`config.mk`:
```
export PLATFORM = sky130hd
export DESIGN_NAME = game_ctrl
export DESIGN_NICKNAME = d
export VERILOG_FILES = /design/src/rtl/game_pkg.sv /design/src/rtl/game_score_acc.sv /design/src/rtl/game_ctrl.sv
export SDC_FILE = /design/constraint.sdc
export NUM_CORES = 1
export LEC_CHECK = 0
export BUFFER_PORTS_ARGS = -buffer_cell sky130_fd_sc_hd__buf_2
export CORE_ASPECT_RATIO = 2
export CORE_MARGIN = 2
export CORE_UTILIZATION = 59
export CTS_CLUSTER_SIZE = 20
export DETAILED_ROUTE_END_ITERATION = 10
export HOLD_SLACK_MARGIN = 0.02
export PLACE_DENSITY = 0.84
export SETUP_SLACK_MARGIN = 0.5
export SKIP_CTS_REPAIR_TIMING = 1
export SYNTH_ARGS = -nofsm -noshare
export SYNTH_HDL_FRONTEND = slang
export SYNTH_SLANG_ARGS = --single-unit
```
`constraint.sdc`:
```
create_clock -name i_clk -period 7.5 [get_ports i_clk]
set_clock_uncertainty 0.1 [all_clocks]
set_input_delay 1.875 -clock i_clk [delete_from_list [all_inputs] [get_ports i_clk]]
set_output_delay 1.875 -clock i_clk [all_outputs]
set_load 0.01 [all_outputs]
```
`src/rtl/game_pkg.sv`:
```
// game_pkg: state type, sprite counts and coin bit positions shared by the game controller
package game_pkg;
    typedef enum logic [1:0] {IDLE = 2'd0, PLAY = 2'd1, HIT = 2'd2, OVER = 2'd3} state_t;
    localparam int COIN_N = 3;
    localparam int GLACIER_N = 2;
    localparam int COIN_C = 0;
    localparam int COIN_R = 1;
    localparam int COIN_L = 2;
    function automatic logic [1:0] coin_count(input logic [COIN_N-1:0] c);
        return 2'(c[COIN_C]) + 2'(c[COIN_R]) + 2'(c[COIN_L]);
    endfunction
endpackage

```
`src/rtl/game_score_acc.sv`:
```
// game_score_acc: saturating score adder; packed BCD digits when GAME_CTRL_SCORE_BCD_EN is defined
module game_score_acc #(
    parameter int SCORE_W = 8,
    parameter int INC_W = 2
) (
    input  logic [SCORE_W-1:0] score,
    input  logic [INC_W-1:0]   inc,
    output logic [SCORE_W-1:0] next
);
`ifdef GAME_CTRL_SCORE_BCD_EN
    localparam int T_W = INC_W + 4;
    always_comb begin
        logic [SCORE_W-1:0] sum;
        logic [T_W-1:0] c;
        logic [T_W-1:0] t;
        sum = '0;
        c = T_W'(inc);
        for (int i = 0; i < SCORE_W / 4; i++) begin
            t = T_W'(score[4*i +: 4]) + c;
            sum[4*i +: 4] = 4'(t % T_W'(10));
            c = t / T_W'(10);
        end
        next = (c != '0) ? {(SCORE_W / 4){4'h9}} : sum;
    end
`else
    logic [SCORE_W:0] sum;
    assign sum = (SCORE_W + 1)'(score) + (SCORE_W + 1)'(inc);
    assign next = sum[SCORE_W] ? '1 : sum[SCORE_W-1:0];
`endif
endmodule

```
`src/rtl/game_ctrl.sv`:
```
// game_ctrl: frame-level game sequencer; GAME_CTRL_SCORE_BCD_EN selects a packed BCD score
module game_ctrl
    import game_pkg::*;
#(
    parameter int SCORE_W = 8,
    parameter int LIVES = 3,
    parameter int HIT_FRAMES = 60,
    parameter int COIN_PTS = 1
) (
    input  logic                 i_clk,
    input  logic                 i_reset,
    input  logic                 i_v_sync,
    input  logic                 i_start,
    input  logic                 i_penguin_hit,
    input  logic [GLACIER_N-1:0] i_glacier_hit,
    input  logic [COIN_N-1:0]    i_coin_hit,
    output logic [1:0]           o_state,
    output logic [SCORE_W-1:0]   o_score,
    output logic [2:0]           o_lives,
    output logic [COIN_N-1:0]    o_coin_clear,
    output logic                 o_freeze,
    output logic                 o_flash,
    output logic                 o_game_over
);
    localparam int INC_W = $clog2(3 * COIN_PTS + 1);
    localparam logic [7:0] HIT_INIT = 8'(HIT_FRAMES);
    state_t state;
    logic v_q, s_q, frame_tick, start_tick, crash_acc;
    logic [COIN_N-1:0] coin_acc;
    logic [7:0] cnt, cnt_dec;
    logic [INC_W-1:0] inc;
    logic [SCORE_W-1:0] score_nxt;

    assign frame_tick = i_v_sync & ~v_q;
    assign start_tick = i_start & ~s_q;
    assign cnt_dec = cnt - 8'd1;
    assign inc = INC_W'(COIN_PTS * int'(coin_count(coin_acc)));
    assign o_state = state;

    game_score_acc #(.SCORE_W(SCORE_W), .INC_W(INC_W)) u_score (
        .score(o_score),
        .inc  (inc),
        .next (score_nxt)
    );

    // pixels seen in the tick cycle already belong to the next frame
    always_ff @(posedge i_clk) begin
        if (i_reset) begin
            v_q <= 1'b1;
            s_q <= 1'b1;
            coin_acc <= '0;
            crash_acc <= 1'b0;
        end else begin
            v_q <= i_v_sync;
            s_q <= i_start;
            coin_acc <= (frame_tick ? '0 : coin_acc) | ({COIN_N{i_penguin_hit}} & i_coin_hit);
            crash_acc <= (crash_acc & ~frame_tick) | (i_penguin_hit & |i_glacier_hit);
        end
    end

    always_ff @(posedge i_clk) begin
        if (i_reset) begin
            state <= IDLE;
            o_score <= '0;
            o_lives <= 3'(LIVES);
            o_coin_clear <= '0;
            o_freeze <= 1'b1;
            o_flash <= 1'b0;
            o_game_over <= 1'b0;
            cnt <= '0;
        end else begin
            o_coin_clear <= '0;
            case (state)
                IDLE, OVER: if (start_tick) begin
                    state <= PLAY;
                    o_score <= '0;
                    o_lives <= 3'(LIVES);
                    o_freeze <= 1'b0;
                    o_game_over <= 1'b0;
                end
                PLAY: if (frame_tick) begin
                    o_score <= score_nxt;
                    o_coin_clear <= coin_acc;
                    if (crash_acc && o_lives == 3'd1) begin
                        state <= OVER;
                        o_lives <= '0;
                        o_freeze <= 1'b1;
                        o_game_over <= 1'b1;
                    end else if (crash_acc) begin
                        state <= HIT;
                        o_lives <= o_lives - 3'd1;
                        cnt <= HIT_INIT;
                        o_flash <= HIT_INIT[2];
                    end
                end
                default: if (frame_tick) begin
                    o_score <= score_nxt;
                    o_coin_clear <= coin_acc;
                    cnt <= cnt_dec;
                    o_flash <= cnt_dec[2];
                    if (cnt == 8'd1) state <= PLAY;
                end
            endcase
        end
    end
endmodule

```
# == Word level (Yosys, flattened, before mapping) ==
# Index checks and enable logic that the tools add are counted.
# op_classes
n_addsub,5
n_eq_ne,10
n_mux,31
n_bitwise,11
reduce_logical,13
# ops
cell,n
8-bit two-way mux,8
8-bit one-hot mux with 2 select lines,1
3-bit two-way mux,5
2-bit two-way mux,6
4-bit AND reduction,3
2-bit inequality test (second input constant),5
8-bit by 2-bit adder with 9-bit output,1
8-bit by 1-bit equality test with 1-bit output (second input constant),1
8-bit by 1-bit subtractor with 8-bit output (second input constant),1
1-bit two-way mux,7
3-bit one-hot mux with 2 select lines,1
5-bit AND reduction,1
1-bit bitwise AND,4
1-bit inverter,4
1-bit one-hot mux with 2 select lines,2
2-bit one-hot mux with 2 select lines,1
2-bit nonzero test,2
2-bit OR reduction,2
4-bit OR reduction,1
3-bit bitwise AND,1
3-bit by 1-bit equality test with 1-bit output (second input constant),1
3-bit inequality test (second input constant),1
3-bit bitwise OR,1
3-bit nonzero test,1
other kinds (9),9
# totals
register_bits,33
inputBits,10
out_inout_bits,19
elab_cells,82

# == Logic depth before layout (Yosys ltp) ==
# Gate-level depths: netlist (run 1).
# logic_depth
word_depth,6
mapped_depth,7
depth_no_buf,7

# == Hierarchy ==
# From an unflattened synthesis (run 1), not the netlist that was laid out.
# unflattened
hier_cells,188
hier_area_um2,1684.1
# modules_own_cells
module,instances,cells_per_inst,area_each_um2,seq_area_each_um2
game_ctrl,1,156,1450.1,640.6
game_score_acc,1,32,234.0,0.0

# == Least setup slack after synthesis (run 1) ==
# Ideal clock, no wire load.
# synth_timing
path_type,in2reg
startpoint,input port i_v_sync
endpoint,register cnt[4]
setup_ps,74
t_arrival_ps,3315
required_ps,7326
setup_slack_ps,4011
cell_stages,5
n_path_buf,1
path_cell_list,or3b_4 buf_6 or4b_4 or3_1 a31oi_1
# synth_between
elab_chain_cells,2
# synth_lines
element,line_no,rtl
"start, declared",game_ctrl.sv:12,"input logic i_v_sync,"
1-bit bitwise AND,game_ctrl.sv:34,assign frame_tick = i_v_sync & ~v_q;
4-bit AND reduction (no source line),--,
"end signal, assigned",game_ctrl.sv:99,cnt <= cnt_dec;
"end, declared",game_ctrl.sv:30,"logic [7:0] cnt, cnt_dec;"
# No other way between the ends.
# A chain may end at the register's enable or synchronous reset.

# == Worst setup path after layout (run 1) ==
# layout_timing
startpoint,input port i_v_sync
endpoint,register cnt[5]
# The elaborated chain is that of the path after synthesis.

==> parameters.txt, run 1 <==
Parameter                              Value

Layout
  Share of post-route cells with drive strength above 1 ... 23.9%
  Final core utilization ... 73.1%
  Area used by multi-input combinational logic ... slightly above 900 µm²
  Number of nets in the layout ... around 230
  Area of all sequential standard cells ... 641 µm²
  Area growth syn-to-layout ... 15.8%
  FILL cells ... between 200 and 250
  Final Cell Area ... between 1500 and 2000 µm²
  N_diodes ... 0

Logic synthesis
  Synthesized area per cell ... 9.11 µm²
  Proportion of synthesized flip-flops having asynchronous set or reset ... 0%
  Top post-synthesis cells by count ... dfxtp_1, a21oi_1, o21ai_0
  Number of flops mapped to enable cells by yosys ... 0
  Number of warnings printed during yosys synthesis ... 0
  Cells after Synth ... between 150 and 200
  Register bit total from synthesis ... 32
  Cell type with the largest total area after synthesis ... dfxtp_1
  Largest cells by area after synthesis ... dfxtp_1, ha_1, a21oi_1, o21ai_0, nand3_1
  Distinct cells, synth ... between 40 and 50
  Post-synth top flop ... dfxtp_1
  Sequential fraction of the synthesis area ... roughly two fifths
  Total standard cell area after synthesis ... 1620 µm²
  Most common cell in the netlist ... dfxtp_1
  Number of nets in the synthesized netlist ... about 200
  Fraction of synthesized cell area taken by the top area cell type ... around two fifths

Drt
  Vias ... between 1500 and 2000
  Remaining routing DRC violations ... 0
  Routed len/inst ... approximately 17 µm
  Detailed-router iteration count before antenna repair ... 4
  Initial DRC Count ... between 50 and 60
  WL final ... around 4000 µm
  Antenna viol nets, final ... 0
  Average via count per standard cell ... between 6 and 7

Place
  Setup slack at placement ... about 3700 ps
  Routability congestion estimate from global placement ... roughly 0.81
  Area after DPL ... 1770 µm²
  Total half-perimeter wirelength after legalization and detailed placement ... approximately 3100 µm
  IO buf count ... 28

Floorplanning
  # rows ... 26
  Die outline area ... 3210 µm²
  Starting Density ... between 60% and 70%
  Core Area ... roughly 2600 µm²
  Chip Height ... 78.1 µm
  Die Span X ... 41.1 µm
  Boundary pin count ... 29

Power and ir drop
  Total power density per cell area ... between 200 and 250 nW/µm²
  Post-layout power ... around 0.00038 W
  Worst ir drop on vdd ... ~150 µV
  Leakage power ... roughly 0.82 nW

Clock network
  Number of clock sinks ... 32
  Number of H-tree levels ... 2
  TritonCTS Buffers ... 5
  Clock tree from TritonCTS ... done
  Clock latency on the worst-skew pair ... just under 300 ps
  Root buffer selected by CTS ... clkbuf_8
  Clock transition at the registers of the reported paths ... around 70 ps
  Clock Tree Buf Depth ... 2

Timing
  Unrepaired setup endpoints after global routing ... no
  Final worst setup slack ... around 4000 ps
  Final period demand of the worst path ... ~3500 ps
  Slew @ Worst Pin ... between 1000 and 1500 ps
  Ratio of final minimum period to clock period ... 46.2%
  Maximum clock rate ... 289 MHz
  Tightest slew margin relative to the limit ... a little over a fifth
  Post-route setup TNS ... 0 ps
  Number of hold violations in the final report ... 0
  Max-slew violation total from the final report ... 0
  Setup violation total in the final timing report ... 0

Status
  Result of the run ... finished, final reports clean

Worst setup path
  Arrival time at the worst endpoint ... approximately 3600 ps
  Required time of the critical path ... roughly 7600 ps
  Nature of the critical path endpoint ... register
  Peak fanout along the critical path ... 11
  Crit path kind ... in -> reg
  Crit start category ... primary input

Global routing
  Global-route wire length before repair ... approximately 6500 µm
  Total global routing overflow ... 0
  Total routing usage reported by global routing ... 29.2%
  Antenna violations before repair ... 0
  Pin count of the biggest net entering global routing ... 24
  Vias in the first global route ... 1497

Worst hold path
  Path class of the lowest-slack min-delay path ... reg -> reg

Run
  Number of violations of the max-capacitance limit ... 0
routing by layer:
metal / global-route usage, % / part of all wire (%) / up-vias
li1: - / - / 733
met4: 18.0 / 2.6 / 0
met1: 27.6 / 35 / 762
met3: 6.50 / 3.4 / 9
met2: 50.3 / 59 / 42
met5: 0 / 0 / -
cell usage in the layout, fill, tap and decap left out, types with 5 or more instances in the layout:
cell and n:
nand2_1 8, nand3_1 9, buf_2 28, a21oi_1 13, or2_2 5, dfxtp_1 32, ha_1 8, nor2_1 9
nor3_1 5, inv_1 7, a22oi_1 6, o21ai_0 11, clkbuf_8 5, and3_1 5
critical path, stage by stage:
cell and delay (ps):
buf_2 110, or3b_4 450, or4_4 470, or4_1 480, a31oi_1 180
through the flow:
stage / std cells / hold WS [ps]
2_1_floorplan: 178 / 338
3_3_place_gp: 229 / 353
3_5_place_dp: 229 / 369
4_1_cts: 237 / 377
5_1_grt: 237 / 392
6_report: 237 / 374
path summary, 6_finish.rpt:
kind | from | to | slack [ps] | cells past startpoint
worst max-delay path | i_v_sync | cnt[5]$_SDFFE_PP0P_ | 4040 | 5
worst min-delay path | o_game_over$_SDFFE_PP0P_ | o_game_over$_SDFFE_PP0P_ | 370 | 2
worst max register to register | o_state[0]$_SDFFE_PP0P_ | cnt[5]$_SDFFE_PP0P_ | 4860 | 6
worst min register to register | o_game_over$_SDFFE_PP0P_ | o_game_over$_SDFFE_PP0P_ | 370 | 2
kinds of logic after synthesis:
family                     count (synthesis)  share of synthesized area (%)
AOI/OAI and AO/OA                         52                           21.5
DFF                                       32                           39.5
and+or+nand+nor                           70                           26.2
buffers and inverters                     13                           3.47
adders and majority gates                 10                           8.64
muxes                                      1                          0.617
report_power, final:
part           internal (W)  total [W]  switching (W)  leakage [nW]
registers          0.000175   0.000179     0.00000468         0.260
clock network     0.0000985   0.000164      0.0000658        0.0552
logic             0.0000144  0.0000347      0.0000203         0.505
total              0.000288   0.000378      0.0000907         0.820
registers in the layout (all words and copies together) (netlist names):
name / cells
cnt: 8
o_score: 8
coin_acc: 3
o_coin_clear: 3
o_lives: 3
o_state: 2
crash_acc: 1
o_freeze: 1
o_game_over: 1
s_q: 1
v_q: 1
area by class of cell:
| cell class | count | share of cell area (%) |
|---|---|---|
| multi-input cells | 133 | 49.2 |
| inverters | 8 | 1.60 |
| well taps | 28 | 1.87 |
| flip-flops and latches | 32 | 34.1 |
| clock buffers | 6 | 3.86 |
| repair buffers | 28 | 7.46 |
| clock inverters | 2 | 1.87 |
No activity file was read; power rests on OpenSTA's default activity.
==> run 2: changes to the inputs <==
- ABC_AREA: unset -> 1
- CORE_UTILIZATION: 59 -> 50
- PLACE_DENSITY: 0.84 -> 0.75
- clock period: 7.5 -> 2.98 ns (I/O delays scaled with it)
==> run 2 against run 1 <==
  * Wire length fell by 4.9%
  * Non-clock buffer count rose by 2
  * Register-to-register slack got worse by 4100 ps
  * Power rose by 140%
  * Sequential share of layout area fell by 1.8 points
  * Area after synthesis rose by 6.9%
  * Critical endpoint is now o_score[6]$_SDFFE_PP0P_
  * Largest cell class unchanged
  * Largest power group unchanged
==> parameters.txt, run 2 <==
Parameter                              Value

Status
  Result of the run ... finished, final reports clean

Timing
  Tightest slew margin relative to the limit ... between 60% and 70%
  Max-slew violation total from the final report ... 0
  Final worst setup slack ... 767 ps
  Unrepaired setup endpoints after global routing ... no
  Number of hold violations in the final report ... 0
  Slew @ Worst Pin ... 455 ps
  Setup violation total in the final timing report ... 0
  Maximum clock rate ... about 450 MHz
  Final period demand of the worst path ... 2210 ps
  Ratio of final minimum period to clock period ... roughly three quarters
  Post-route setup TNS ... 0 ps

Layout
  Most common cell after layout, fill and taps aside ... nand2_1
  Area growth syn-to-layout ... 14.6%
  FILL cells ... ~350
  Share of post-route cells with drive strength above 1 ... a little under a fifth
  Final core utilization ... between 50% and 60%
  Largest registers ... cnt: 8 flops, o_score: 8 flops
  Commonest non-fill, non-tap cells in the layout ... nand2_1, inv_1, dfxtp_1, buf_2, nand3_1
  Number of nets in the layout ... slightly above 300
  N_diodes ... 0

Power and ir drop
  Total power density per cell area ... between 400 and 500 nW/µm²
  Leakage power ... slightly above 1 nW
  Worst ir drop on vdd ... 328 µV

Logic synthesis
  Number of nets in the synthesized netlist ... 270
  Number of flops mapped to enable cells by yosys ... 0
  Distinct cells, synth ... 29
  Synthesized area per cell ... 6.93 µm²
  Most common cell in the netlist ... nand2_1
  Cell type with the largest total area after synthesis ... dfxtp_1
  Fraction of synthesized cell area taken by the top area cell type ... between 30% and 40%
  Post-synth top flop ... dfxtp_1
  Cells after Synth ... 250
  Total standard cell area after synthesis ... around 1700 µm²
  Number of warnings printed during yosys synthesis ... 0
  Largest cells by area after synthesis ... dfxtp_1, nand2_1, inv_1, nand3_1, ha_1
  Top post-synthesis cells by count ... nand2_1, inv_1, dfxtp_1
  Sequential fraction of the synthesis area ... 37.0%
  Register bit total from synthesis ... 32
  Proportion of synthesized flip-flops having asynchronous set or reset ... 0%

Worst setup path
  Crit path kind ... reg -> reg
  Nature of the critical path endpoint ... register
  Crit start category ... register
  Arrival time at the worst endpoint ... about 2300 ps
  Peak fanout along the critical path ... 3
  Required time of the critical path ... a little over 3000 ps

Global routing
  Vias in the first global route ... approximately 1500
  Total routing usage reported by global routing ... a little over a fifth
  Global-route wire length before repair ... 6320 µm
  Total global routing overflow ... 0
  GR Util met2 ... slightly above 40%
  Antenna violations before repair ... 0
  Met3 GRT Util ... 4.36%
  Pin count of the biggest net entering global routing ... 17
  Most congested layer reported by global routing ... met2
  Met1 track utilization from global routing ... 21.8%

Floorplanning
  Die Span X ... 45.6 µm
  Die outline area ... 3980 µm²
  Core Area ... between 3000 and 4000 µm²
  Starting Density ... 51.9%
  # rows ... 30
  Chip Height ... between 80 and 90 µm
  Boundary pin count ... 29

Clock network
  TritonCTS Buffers ... 5
  Root buffer selected by CTS ... clkbuf_8
  Number of clock sinks ... 32
  Clock transition at the registers of the reported paths ... about 60 ps
  Clock latency on the worst-skew pair ... around 280 ps
  Clock Tree Buf Depth ... 2
  Clock tree from TritonCTS ... done
  Number of H-tree levels ... 2

Place
  Total half-perimeter wirelength after legalization and detailed placement ... 2960 µm
  Routability congestion estimate from global placement ... approximately 0.84
  Setup slack at placement ... ~740 ps
  IO buf count ... 28

Drt
  Vias ... about 1600
  Antenna viol nets, final ... 0
  Average via count per standard cell ... around 5.2
  Detailed-router iteration count before antenna repair ... 4
  WL final ... about 3800 µm
  Remaining routing DRC violations ... 0
  Routed len/inst ... about 12 µm
  Initial DRC Count ... 33

Run
  Number of violations of the max-capacitance limit ... 0

Worst hold path
  Path class of the lowest-slack min-delay path ... reg -> reg
==> run 2: cell count changes after synthesis, sizes merged, moves of 4 or more <==
cell    change
and3        -5
or3         -4
nand3      +16
a31oi       -4
inv        +32
a22oi       -6
nor3        -4
nand2b      -4
nor2       +17
a21oi       +5
or4         -4
or2         -4
nand2      +63
==> run 2: final cells by class <==
| type | count | area, µm² | area share (%) |
|---|---|---|---|
| Tap cell | 32 | 40.0 | 2.02 |
| Inverter | 39 | 146 | 7.37 |
| Clock buffer | 8 | 90.1 | 4.54 |
| Sequential cell | 32 | 641 | 32.3 |
| Timing Repair Buffer | 30 | 155 | 7.81 |
| Multi-Input combinational cell | 174 | 913 | 46.0 |
==> run 2: worst paths after layout <==
path | to | cells past startpoint | from | slack [ps]
max | o_score[6]$_SDFFE_PP0P_ | 10 | o_score[0]$_SDFFE_PP0P_ | 770
min | o_freeze$_SDFFE_PP1P_ | 2 | o_freeze$_SDFFE_PP1P_ | 360
max reg2reg | o_score[6]$_SDFFE_PP0P_ | 10 | o_score[0]$_SDFFE_PP0P_ | 770
min reg2reg | o_freeze$_SDFFE_PP1P_ | 2 | o_freeze$_SDFFE_PP1P_ | 360
==> run 2: cells by family (layout without fill, tap and decap cells) <==
group	count (synthesis)	count (layout)	share of synthesized area, %
xor gates and xnor gates	3	3	1.52
DFF	32	32	37.0
buffers and inverters	44	77	10.3
adders and majority gates	10	10	8.09
AOI/OAI and AO/OA	33	33	10.1
and+or+nand+nor	128	128	33.0
==> run 2: report_power, final <==
group	internal, W	leakage, nW	switching, W
registers	0.000441	0.260	0.0000103
logic	0.0000370	0.700	0.0000663
clock network	0.000188	0.0455	0.000155
total	0.000666	1.01	0.000232
==> run 2: metrics by stage <==
step | power (W) | cell area, µm² | instances | hold slack (ps)
3_5_place_dp | 0.000565 | 1900 | 307 | 356
2_1_floorplan | 0.000533 | 1730 | 250 | 326
3_3_place_gp | 0.000564 | 1900 | 307 | 347
6_report | 0.000898 | 1990 | 315 | 362
5_1_grt | 0.000940 | 1990 | 315 | 378
4_1_cts | 0.000903 | 1990 | 315 | 370
==> run 2: layer usage <==
metal	vias up	wire length, µm
li1	849	-
met1	753	1420
met2	17	2210
met3	6	78
met4	0	76
met5	-	0
==> run 2: worst max-delay path, cell delays in order, from the launching register on <==
cell     delay, ps
dfxtp_1        340
fa_1           540
ha_1           170
fa_1           210
nand2_1         60
inv_1           90
nand3_1        110
nor2_1         200
inv_1           60
o21ai_0        140
a21oi_1         80
==> run 3: changes to the inputs <==
- clock period: 2.98 -> 1.98 ns (I/O delays scaled with it)
==> run 3 against run 2 <==
  * The run now ends with negative setup slack left
  * Global-route usage grew 0.44 points
  * First-iteration DRC count shrank 30%
  * Critical path depth is the same
  * Die area is the same
  * Combinational power grew 110%
  * Worst setup slack lost 840 ps
  * Sequential power grew 51%
  * Final cell count grew 3.8%
  * Wire length grew 13%
  * Power grew 59%
==> parameters.txt, run 3 (synthesis gave the netlist of run 2 again) <==
Parameter                              Value

Status
  Result of the run ... complete, but fails checks
  Violated checks ... negative setup slack

Worst hold path
  Path class of the lowest-slack min-delay path ... in -> reg

Drt
  Antenna viol nets, final ... 0
  Detailed-router iteration count before antenna repair ... 7
  Routed len/inst ... 13.1 µm
  Remaining routing DRC violations ... 0
  Vias ... around 1700
  Initial DRC Count ... 23
  Average via count per standard cell ... between 5 and 6
  WL final ... 4270 µm

Place
  IO buf count ... 28
  Total half-perimeter wirelength after legalization and detailed placement ... 3040 µm
  Area after DPL ... 1980 µm²
  Routability congestion estimate from global placement ... between 0.8 and 0.9

Timing
  Ratio of final minimum period to clock period ... 104%
  Slew @ Worst Pin ... 243 ps
  Setup violation total in the final timing report ... 4
  Max-slew violation total from the final report ... 0
  Unrepaired setup endpoints after global routing ... yes
  Final worst setup slack ... -74.3 ps
  Final period demand of the worst path ... 2050 ps
  Number of hold violations in the final report ... 0
  Maximum clock rate ... 487 MHz
  Tightest slew margin relative to the limit ... 83.8%

Global routing
  Vias in the first global route ... about 1500
  Global-route wire length before repair ... between 6000 and 7000 µm
  Total global routing overflow ... 0
  Pin count of the biggest net entering global routing ... 17
  Total routing usage reported by global routing ... approximately 22%
  Antenna violations before repair ... 0

Layout
  FILL cells ... 276
  Area growth syn-to-layout ... 33.9%
  Commonest non-fill, non-tap cells in the layout ... nand2_1, buf_2, inv_1, dfxtp_1, nand3_1
  N_diodes ... 0
  Most common cell after layout, fill and taps aside ... nand2_1
  Share of post-route cells with drive strength above 1 ... 38.3%
  Final Cell Area ... roughly 2300 µm²
  Number of nets in the layout ... 314
  Largest registers ... cnt: 8 flops, o_score: 8 flops
  Final core utilization ... between 60% and 70%

Worst setup path
  Required time of the critical path ... about 2100 ps
  Crit start category ... register
  Arrival time at the worst endpoint ... ~2100 ps
  Nature of the critical path endpoint ... register
  Crit path kind ... reg -> reg
  Peak fanout along the critical path ... 3

Clock network
  TritonCTS Buffers ... 5
  Clock transition at the registers of the reported paths ... ~60 ps
  Clock tree from TritonCTS ... done
  Clock Tree Buf Depth ... 2
  Number of clock sinks ... 32
  Root buffer selected by CTS ... clkbuf_8
  Number of H-tree levels ... 2
  Clock latency on the worst-skew pair ... around 290 ps

Floorplanning
  Chip Height ... ~87 µm
  Starting Density ... ~52%
  # rows ... 30
  Core Area ... between 3000 and 4000 µm²
  Die Span X ... around 46 µm
  Die outline area ... roughly 4000 µm²
  Boundary pin count ... 29

Power and ir drop
  Post-layout power ... roughly 0.0014 W
  Total power density per cell area ... approximately 600 nW/µm²
  Worst ir drop on vdd ... 641 µV
  Leakage power ... around 1.1 nW

Run
  Number of violations of the max-capacitance limit ... 0
==> run 3: cell count changes in the layout (fill, tap and decap cells not counted), sizes merged <==
| cell | before | now |
|---|---|---|
| buf | 30 | 42 |
| clkbuf | 8 | 6 |
| clkinv | 0 | 2 |
==> run 3: where the power goes <==
part           internal, W  switching, W  total (W)
logic            0.0000903      0.000130   0.000220
clock network     0.000277      0.000248   0.000525
registers         0.000663     0.0000200   0.000683
==> run 3: worst paths after layout <==
kind	from	slack, ps	cells after the start	to
max	o_score[0]$_SDFFE_PP0P_	-70	10	o_score[6]$_SDFFE_PP0P_
min	i_start	310	3	s_q$_SDFF_PP1_
max reg2reg	o_score[0]$_SDFFE_PP0P_	-70	10	o_score[6]$_SDFFE_PP0P_
min reg2reg	coin_acc[2]$_SDFF_PP0_	360	2	o_coin_clear[2]$_SDFF_PP0_
==> run 3: layer usage <==
layer	share of wire, %	track usage [%]	up-vias
li1	-	-	875
met1	35	20.4	771
met2	59	42.3	27
met3	3.1	4.56	14
met4	3.3	10.4	0
met5	0	0	-
==> run 3: stage by stage <==
stage	hold WS, ps	setup slack (ps)	std cells	TNS [ps]
final	314	-74.3	327	-172
after global routing	336	-175	327	-727
after CTS	301	-146	321	-798
after detailed placement	362	-137	313	-713
after global placement	359	-111	313	-558
after floorplan	328	-46.0	250	-139
==> run 3: layout make-up <==
class	count	area [µm²]	share of cell area, %
timing repair buffer	42	272	11.7
sequential	32	662	28.5
clock buffer	6	82.6	3.56
clock inverter	2	10.0	0.431
multi-input combinational	174	1100	47.4
tap	32	40.0	1.73
inverter	39	154	6.63
==> run 3: worst max-delay path, cell delays in order (launching register included) <==
cell,delay [ps]
dfxtp_2,330
fa_2,580
ha_4,130
fa_2,200
nand2_2,50
inv_2,80
nand3_4,80
nor2_4,150
inv_2,50
o21ai_2,120
a21oi_1,70
